$ cat src/rtl/alu_pkg.sv
// Shared opcode/state types and width constants for the ALU sequencer slice.
package alu_pkg;

  localparam int unsigned RESULT_W = 6;

  typedef enum logic [1:0] {
    OP_SUM = 2'b00,
    OP_RES = 2'b01,
    OP_MUL = 2'b10,
    OP_DIV = 2'b11
  } op_t;

  typedef enum logic [1:0] {
    S_IDLE,
    S_LAUNCH,
    S_WAIT,
    S_DONE
  } state_t;

endpackage

$ cat src/rtl/alu_init_decoder.sv
// One-hot launch decoder: turns the registered opcode plus a launch strobe
// into the per-unit init mask (bit 0 sum, 1 subtract, 2 multiply, 3 divide).
import alu_pkg::*;

module alu_init_decoder (
  input  op_t        op,
  input  logic       launch,
  output logic [3:0] init_mask
);

  // Select exactly one unit while the launch strobe is high.
  always_comb begin
    init_mask = '0;
    if (launch) begin
      unique case (op)
        OP_SUM:  init_mask = 4'b0001;
        OP_RES:  init_mask = 4'b0010;
        OP_MUL:  init_mask = 4'b0100;
        OP_DIV:  init_mask = 4'b1000;
        default: init_mask = '0;
      endcase
    end
  end

endmodule

$ cat src/rtl/alu_sequencer.sv
// Registered controller between board inputs and the four ALU units.
// Captures operands on start, pulses one init, waits for the unit, latches
// a stable result with sign/error flags.
// Optional macro ALU_TIMEOUT_EN: bounds multiply/divide WAIT to TIMEOUT cycles.
import alu_pkg::*;

module alu_sequencer #(
  parameter int unsigned W       = 3,
  parameter int unsigned RW      = RESULT_W,
  parameter int unsigned TIMEOUT = 64
) (
  input  logic          clk,
  input  logic          rst,
  input  logic          start,
  input  logic [1:0]    opcode,
  input  logic [W-1:0]  a_in,
  input  logic [W-1:0]  b_in,
  output logic [W-1:0]  op_a,
  output logic [W-1:0]  op_b,
  output logic          init_suma,
  output logic          init_resta,
  output logic          init_mult,
  output logic          init_div,
  input  logic [3:0]    sal_suma,
  input  logic [3:0]    sal_resta,
  input  logic          signo_resta,
  input  logic [RW-1:0] sal_mult,
  input  logic          done_mult,
  input  logic [3:0]    sal_div,
  input  logic          done_div,
  output logic [RW-1:0] result,
  output logic          neg,
  output logic          err,
  output logic          busy,
  output logic          done
);

  if (RW != 2 * W) begin : g_bad_rw
    $error("alu_sequencer: RW must equal 2*W");
  end
  if (TIMEOUT < 1) begin : g_bad_timeout
    $error("alu_sequencer: TIMEOUT must be at least 1");
  end

  state_t     state, state_nxt;
  op_t        op_q;
  logic       div_zero;
  logic       unit_done;
  logic       timed_out;
  logic       launch;
  logic [3:0] init_mask;

  // Divide-by-zero detection on the live inputs and completion of the active unit.
  always_comb begin
    div_zero = (op_t'(opcode) == OP_DIV) && (b_in == '0);
    unique case (op_q)
      OP_MUL:  unit_done = done_mult;
      OP_DIV:  unit_done = done_div;
      default: unit_done = 1'b1;
    endcase
  end

`ifdef ALU_TIMEOUT_EN
  localparam int unsigned CW = $clog2(TIMEOUT + 1);
  logic [CW-1:0] wait_cnt;

  // WAIT cycle counter; held at zero outside WAIT so it is clear on entry.
  always_ff @(posedge clk) begin
    if (rst || state != S_WAIT) wait_cnt <= '0;
    else                        wait_cnt <= wait_cnt + CW'(1);
  end

  // Abort a handshaking unit after TIMEOUT WAIT cycles without its done.
  always_comb begin
    timed_out = (state == S_WAIT) && !unit_done && (wait_cnt == CW'(TIMEOUT - 1));
  end
`else
  // No timeout: handshaking units are waited on indefinitely.
  always_comb begin
    timed_out = 1'b0;
  end
`endif

  // State register.
  always_ff @(posedge clk) begin
    if (rst) state <= S_IDLE;
    else     state <= state_nxt;
  end

  // Next-state logic.
  always_comb begin
    state_nxt = state;
    unique case (state)
      S_IDLE:   if (start) state_nxt = div_zero ? S_DONE : S_LAUNCH;
      S_LAUNCH: state_nxt = S_WAIT;
      S_WAIT:   if (unit_done || timed_out) state_nxt = S_DONE;
      S_DONE:   state_nxt = S_IDLE;
      default:  state_nxt = S_IDLE;
    endcase
  end

  // Operand capture on acceptance and result/flag latching on the edge into DONE.
  always_ff @(posedge clk) begin
    if (rst) begin
      op_a   <= '0;
      op_b   <= '0;
      op_q   <= OP_SUM;
      result <= '0;
      neg    <= 1'b0;
      err    <= 1'b0;
    end else begin
      unique case (state)
        S_IDLE: begin
          if (start) begin
            op_a <= a_in;
            op_b <= b_in;
            op_q <= op_t'(opcode);
            if (div_zero) begin
              result <= '0;
              neg    <= 1'b0;
              err    <= 1'b1;
            end
          end
        end
        S_WAIT: begin
          if (unit_done) begin
            err <= 1'b0;
            unique case (op_q)
              OP_SUM: begin result <= RW'(sal_suma);  neg <= 1'b0;        end
              OP_RES: begin result <= RW'(sal_resta); neg <= signo_resta; end
              OP_MUL: begin result <= sal_mult;       neg <= 1'b0;        end
              OP_DIV: begin result <= RW'(sal_div);   neg <= 1'b0;        end
              default: begin result <= '0;            neg <= 1'b0;        end
            endcase
          end else if (timed_out) begin
            result <= '0;
            neg    <= 1'b0;
            err    <= 1'b1;
          end
        end
        default: ;
      endcase
    end
  end

  // Status outputs and launch strobe decoded from the current state.
  always_comb begin
    busy   = (state != S_IDLE);
    done   = (state == S_DONE);
    launch = (state == S_LAUNCH);
    {init_div, init_mult, init_resta, init_suma} = init_mask;
  end

  alu_init_decoder u_init_decoder (
    .op        (op_q),
    .launch    (launch),
    .init_mask (init_mask)
  );

endmodule
$ cat config.mk
export PLATFORM = sky130hd
export DESIGN_NAME = alu_sequencer
export DESIGN_NICKNAME = d
export VERILOG_FILES = /design/src/rtl/alu_pkg.sv /design/src/rtl/alu_init_decoder.sv /design/src/rtl/alu_sequencer.sv
export SDC_FILE = /design/constraint.sdc
export NUM_CORES = 1
export LEC_CHECK = 0
export CORE_MARGIN = 1
export CORE_UTILIZATION = 31
export DETAILED_ROUTE_END_ITERATION = 8
export PLACE_DENSITY_LB_ADDON = 0.15
export SLEW_MARGIN = 20
export SYNTH_ARGS = -nofsm -noshare
export SYNTH_HDL_FRONTEND = slang
export SYNTH_SLANG_ARGS = --single-unit
$ cat constraint.sdc
create_clock -name clk -period 1.4 [get_ports clk]
set_input_delay 0.28 -clock clk [delete_from_list [all_inputs] [get_ports clk]]
set_output_delay 0.28 -clock clk [all_outputs]
set_load 0.05 [all_outputs]
### Word-level counts from Yosys, hierarchy flattened

Cells that the tools add are included.

| storage, ports and cells | value |
|---|---|
| flip-flop bits (word level) | 18 |
| latch bits | 0 |
| bits in writable memories | 0 |
| memory bits (read-only) | 0 |
| input port bits | 32 |
| output and inout bits | 20 |
| logic and storage cells | 48 |
| memories kept | 0 |

| operators by class | value |
|---|---|
| add/sub/neg operators | 0 |
| multipliers | 0 |
| divide/modulo/power cells | 0 |
| order comparisons | 0 |
| equal/unequal tests | 10 |
| shifts and indexed selects | 0 |
| multiplexer cells | 21 |
| bitwise logic cells | 0 |
| reductions and logical operators | 10 |

Operators by type and width:

| kind | count |
|---|---|
| 6-bit case mux with 4 select lines | 1 |
| 6-bit two-way mux | 3 |
| 4-bit case mux with 4 select lines | 1 |
| 6-bit case mux with 2 select lines | 1 |
| 2-bit equality test (second input constant) | 5 |
| 1-bit case mux with 2 select lines | 4 |
| 2-bit case mux with 4 select lines | 1 |
| 1-bit two-way mux | 6 |
| 2-bit two-way mux | 3 |
| 2-bit inequality test (second input constant) | 3 |
| 2-bit by 1-bit equality test with 1-bit output (second input constant) | 2 |
| 2-bit zero test | 2 |
| 4-bit two-way mux | 1 |
| 2-bit AND reduction | 2 |
| 4-bit AND reduction | 1 |
| 2-bit nonzero test | 2 |
| 3-bit zero test | 1 |
| 3-bit OR reduction | 1 |
| 1-bit logical AND | 1 |

### Depth between registers and ports, before layout

| logic depth | value |
|---|---|
| depth after elaboration | 5 |
| mapped depth | 7 |
| mapped depth without buffers | 6 |

### Modules after synthesis

Synthesis repeated with hierarchy kept, for this count alone.

| second synthesis, totals | value |
|---|---|
| cell total of the unflattened synthesis | 106 |
| area, all modules | 970.9 um^2 |

By module, submodules not included:

| module | instances | cells each | area an instance (um^2) | seq. area each (um^2) |
|---|---|---|---|---|
| alu_sequencer | 1 | 102 | 933.4 | 360.3 |
| alu_init_decoder | 1 | 4 | 37.5 | 0.0 |

### Worst setup path before layout

OpenSTA, ideal clock, no wires.

| path | value |
|---|---|
| path type | reg2out |
| start | reg state[1] |
| end | out init_suma |
| arrival | 1.744 ns |
| data required time | 1.120 ns |
| setup slack | -0.624 ns |
| stages on the path, launching flop included | 4 |
| path buffers | 0 |
| cells stage by stage | dfxtp_1 inv_1 ha_1 nor3b_1 |

| between the ends | value |
|---|---|
| cells in the longest elaborated chain, start to end | 2 |

Ends and longest elaborated chain:

| element | line | source |
|---|---|---|
| from (decl) | alu_sequencer.sv:45 | `state_t state, state_nxt;` |
| from (signal assigned) | alu_sequencer.sv:87 | `else state <= state_nxt;` |
| 2-bit by 1-bit equality test with 1-bit output | alu_sequencer.sv:150 | `launch = (state == S_LAUNCH);` |
| 4-bit two-way mux | alu_init_decoder.sv:14 | `if (launch) begin` |
| to (decl) | alu_sequencer.sv:20 | `output logic init_suma,` |

No other way between the ends.

### Worst setup path after layout

| path | value |
|---|---|
| start | reg state[0] |
| end | reg result[1] |

| between the ends | value |
|---|---|
| cells in the longest elaborated chain, start to end | 3 |
| elaborated cells on any way between the ends | 8 |
| those cells by class | eq/ne: 4; mux: 1; reduce/logical: 3 |

Ends and longest elaborated chain:

| element | line | source |
|---|---|---|
| 2-bit equality test or 2-bit zero test (tied branches) | alu_sequencer.sv:112 | `unique case (state)` |
| 2-bit inequality test (no source line) or 2-bit nonzero test (tied branches) | -- |  |
| 4-bit AND reduction (no source line) | -- |  |
| to (signal assigned) | alu_sequencer.sv:130 | `OP_RES: begin result <= RW'(sal_resta); neg <= signo_resta; end` |
| to (decl) | alu_sequencer.sv:31 | `output logic [RW-1:0] result,` |

Several ways; a longest one is shown, not always the timed one.
A chain may end at the register's enable or synchronous reset.

==> parameters.txt <==
Parameter                              Value

Synth
  Count of flip-flops with a built-in enable after synthesis    0
  Area share of the largest cell type after synthesis    34.9%
  Portion of netlist area occupied by mux cells    10.7%
  Biggest area contributors in the synthesized netlist    sky130_fd_sc_hd__dfxtp_1, sky130_fd_sc_hd__mux4_2, sky130_fd_sc_hd__nand2_1
  Synth async-reset ratio    0%
  Number of warnings printed during yosys synthesis    0
  Top cell types by occurrence after synthesis    sky130_fd_sc_hd__nand2_1, sky130_fd_sc_hd__dfxtp_1, sky130_fd_sc_hd__a21oi_1
  Simple-gate share of the synthesized area    between 20% and 30%
  Net count after synthesis    151
  Area of the mapped netlist    between 1000 and 1500 um^2
  Post-Synthesis Cells    114
  Most frequent cell after synthesis    sky130_fd_sc_hd__nand2_1
  Top_reg_cell synth    sky130_fd_sc_hd__dfxtp_1
  Share of the synthesized area in compound gates (AO/OA/AOI/OAI)    roughly a fifth
  Post-Synth XOR/XNOR Area    0%
  Cell type with the largest total area after synthesis    sky130_fd_sc_hd__dfxtp_1
  Sequential fraction of the synthesis area    around a third
  Register bit count reported by yosys    18
  Post-Syn Area per Cell    between 9 and 10 um^2
  Adder and majority gate portion of the synthesized area    6.06%
  Number of different library cells in the post-synthesis netlist    32
  Main combinational cell family by area after synthesis    simple AND/OR/NAND/NOR gates

Worst setup path
  Startpoint class of the critical path    flop
  Worst setup EP type    flop
  Largest fanout on the critical path    7
  Type of the worst setup path    reg -> reg
  Data arrival time of the critical path    ~1.8 ns
  Data required time at the worst endpoint    1.62 ns

Drt
  Number of vias per cell after detailed routing    ~4.9
  Wire length per cell after detailed routing    ~13 um
  Remaining number of nets flagged by the antenna check after routing    0
  Via count    1137
  Total detailed-routing wirelength    3070 um
  DRC errors left    0
  DR iter-0 viols    12
  Pre-antenna DRT Iters    3

Global routing
  Pin count of the biggest net entering global routing    11
  Via count of the first global-routing pass    about 1100
  Global-route wire length before repair    ~5000 um
  Combined global-route utilization of all metal layers    between 10% and 20%
  Antenna violations before repair    0
  Global route overflow    0

STA
  Final Cycle Share    112%
  Max transition margin    around three quarters
  Hold violation total from the final report    0
  Number of pins with negative max-slew slack in the final report    0
  Highest clock frequency the design can meet    approximately 640 MHz
  Worst-case clock skew    slightly below 0.008 ns
  Setup repair after global routing missed its margin    yes
  Final-layout worst hold slack    roughly 0.29 ns
  Worst Slack Setup Final    -0.163 ns
  Actual slew at the worst max-slew pin    between 0.3 and 0.4 ns
  Number of failing setup endpoints in the final timing report    14
  Fin crit period    around 1.6 ns

Die
  Height of the die    ~60 um
  Die X    between 50 and 60 um
  Row count    20
  Area of the core    3100 um^2
  Starting Density    33.3%
  Die area    between 3000 and 4000 um^2
  Boundary pin count    52

Finish
  ANT cells    0
  Fraction of final layout cells sized beyond drive strength 1    between 40 and 50%
  Layout-stage area growth over the synthesis result    106%
  Final design utilization    about 68%
  Fin area    2120 um^2
  Post-route insts no fill    about 230
  Number of nets at the end of the flow    225

CTS
  Root buf cell    sky130_fd_sc_hd__clkbuf_4
  Clk Latency, worst-skew pair    between 0.2 and 0.3 ns
  CTS clock-pin slew for the worst setup and hold paths    ~0.11 ns
  TritonCTS clock tree    done
  CTS H-tree depth    1
  Number of buffers on the longest clock path    2
  Number of buffers added by the clock tree synthesis step    3
  Total number of clock tree sinks    18

Pwr
  Cell area power density    1030 nW/um^2
  Leak Pwr    a little over 0.8 nW
  Worst VDD drop    roughly 0.50 mV

Placement
  Worst Setup Slack post-DPL    -0.366 ns
  DP Cell Count    about 220
  RD Place Congestion    about 0.8
  Number of buffers inserted by port buffering    51
  Post-place instance area    just under 2000 um^2
  Post-DP HPWL    about 2300 um

Run status
  Violated checks    setup timing
  Outcome    finished with violations

Job
  Number of max-cap violations    0

Hold path
  HP Class    in -> reg
worst max-delay path, cell delays in order (launching register included):
cell and delay (ns):
sky130_fd_sc_hd__dfxtp_2 0.35, sky130_fd_sc_hd__inv_2 0.09, sky130_fd_sc_hd__ha_2 0.21, sky130_fd_sc_hd__and2b_2 0.26
sky130_fd_sc_hd__a41oi_4 0.33, sky130_fd_sc_hd__o21ai_1 0.10, sky130_fd_sc_hd__a21oi_1 0.15
kinds of logic (layout without fill, tap and decap cells):
kind of cell    after synthesis  after routing
simple gates                 45             45
compound gates               31             31
mux                           6              6
fa+ha+maj                     5              5
flops                        18             18
buf+inv                       9             82
placed cells by master (no fill, tap or decap), types with 3 or more instances in the layout:
| cell | count |
|---|---|
| sky130_fd_sc_hd__o21ai_1 | 6 |
| sky130_fd_sc_hd__clkbuf_4 | 3 |
| sky130_fd_sc_hd__buf_12 | 21 |
| sky130_fd_sc_hd__buf_6 | 3 |
| sky130_fd_sc_hd__o21ai_2 | 3 |
| sky130_fd_sc_hd__dfxtp_2 | 3 |
| sky130_fd_sc_hd__dfxtp_1 | 14 |
| sky130_fd_sc_hd__nand2_1 | 22 |
| sky130_fd_sc_hd__mux4_2 | 4 |
| sky130_fd_sc_hd__a21oi_1 | 14 |
| sky130_fd_sc_hd__ha_4 | 3 |
| sky130_fd_sc_hd__clkdlybuf4s50_1 | 28 |
| sky130_fd_sc_hd__buf_4 | 20 |
| sky130_fd_sc_hd__nand4_1 | 4 |
routing by layer:
layer	global-route usage [%]	share of wire [%]
met1	20.3	39
met2	34.1	55
met3	1.95	4.6
met4	6.98	1.1
met5	0	0
area by class of cell:
cell class	instances	area [um^2]
timing repair buffer	75	918
sequential	18	368
tap	44	55.1
inverter	3	13.8
fill	260	980
clock buffer	4	36.3
multi-input combinational	87	732
worst paths after layout:
kind / start / end / slack (ns) / cells past startpoint
setup reg to reg: state[0]$_SDFFE_PP0P_ / result[1]$_SDFFE_PP0P_ / -0.16 / 6
setup / recovery: state[0]$_SDFFE_PP0P_ / result[1]$_SDFFE_PP0P_ / -0.16 / 6
hold reg to reg: op_b[2]$_SDFFE_PP0P_ / op_b[2]$_SDFFE_PP0P_ / 0.50 / 2
hold / removal: b_in[1] / op_b[1]$_SDFFE_PP0P_ / 0.29 / 3
per-stage QoR:
stage	setup TNS, ns	power (W)
finish	-1.54	0.00219
global route	-2.40	0.00231
CTS	-1.19	0.00214
detailed placement	-3.05	0.00172
global placement	-2.19	0.00170
floorplan	-0.129	0.00119
state kept, by name, indices dropped and copies added, names as in the netlist:
signal  flops
neg         1
err         1
op_q        2
result      6
state       2
op_b        3
op_a        3
timing repair:
| item | 4_1_cts | 5_1_grt |
|---|---|---|
| setup endpoints to repair | 15 | 16 |
| hold buffers | 0 | 0 |
| pin swaps | 6 | 5 |
| buffers inserted | 4 | 0 |
| gates resized for setup | 24 | 13 |
power breakdown:
part	internal, W	switching, W	total (W)
Sequential	0.000568	0.0000607	0.000629
Clock	0.000158	0.000165	0.000323
Combinational	0.000654	0.000580	0.00123
Total	0.00138	0.000805	0.00219
Note: power is estimated with default switching activity, not from simulation.
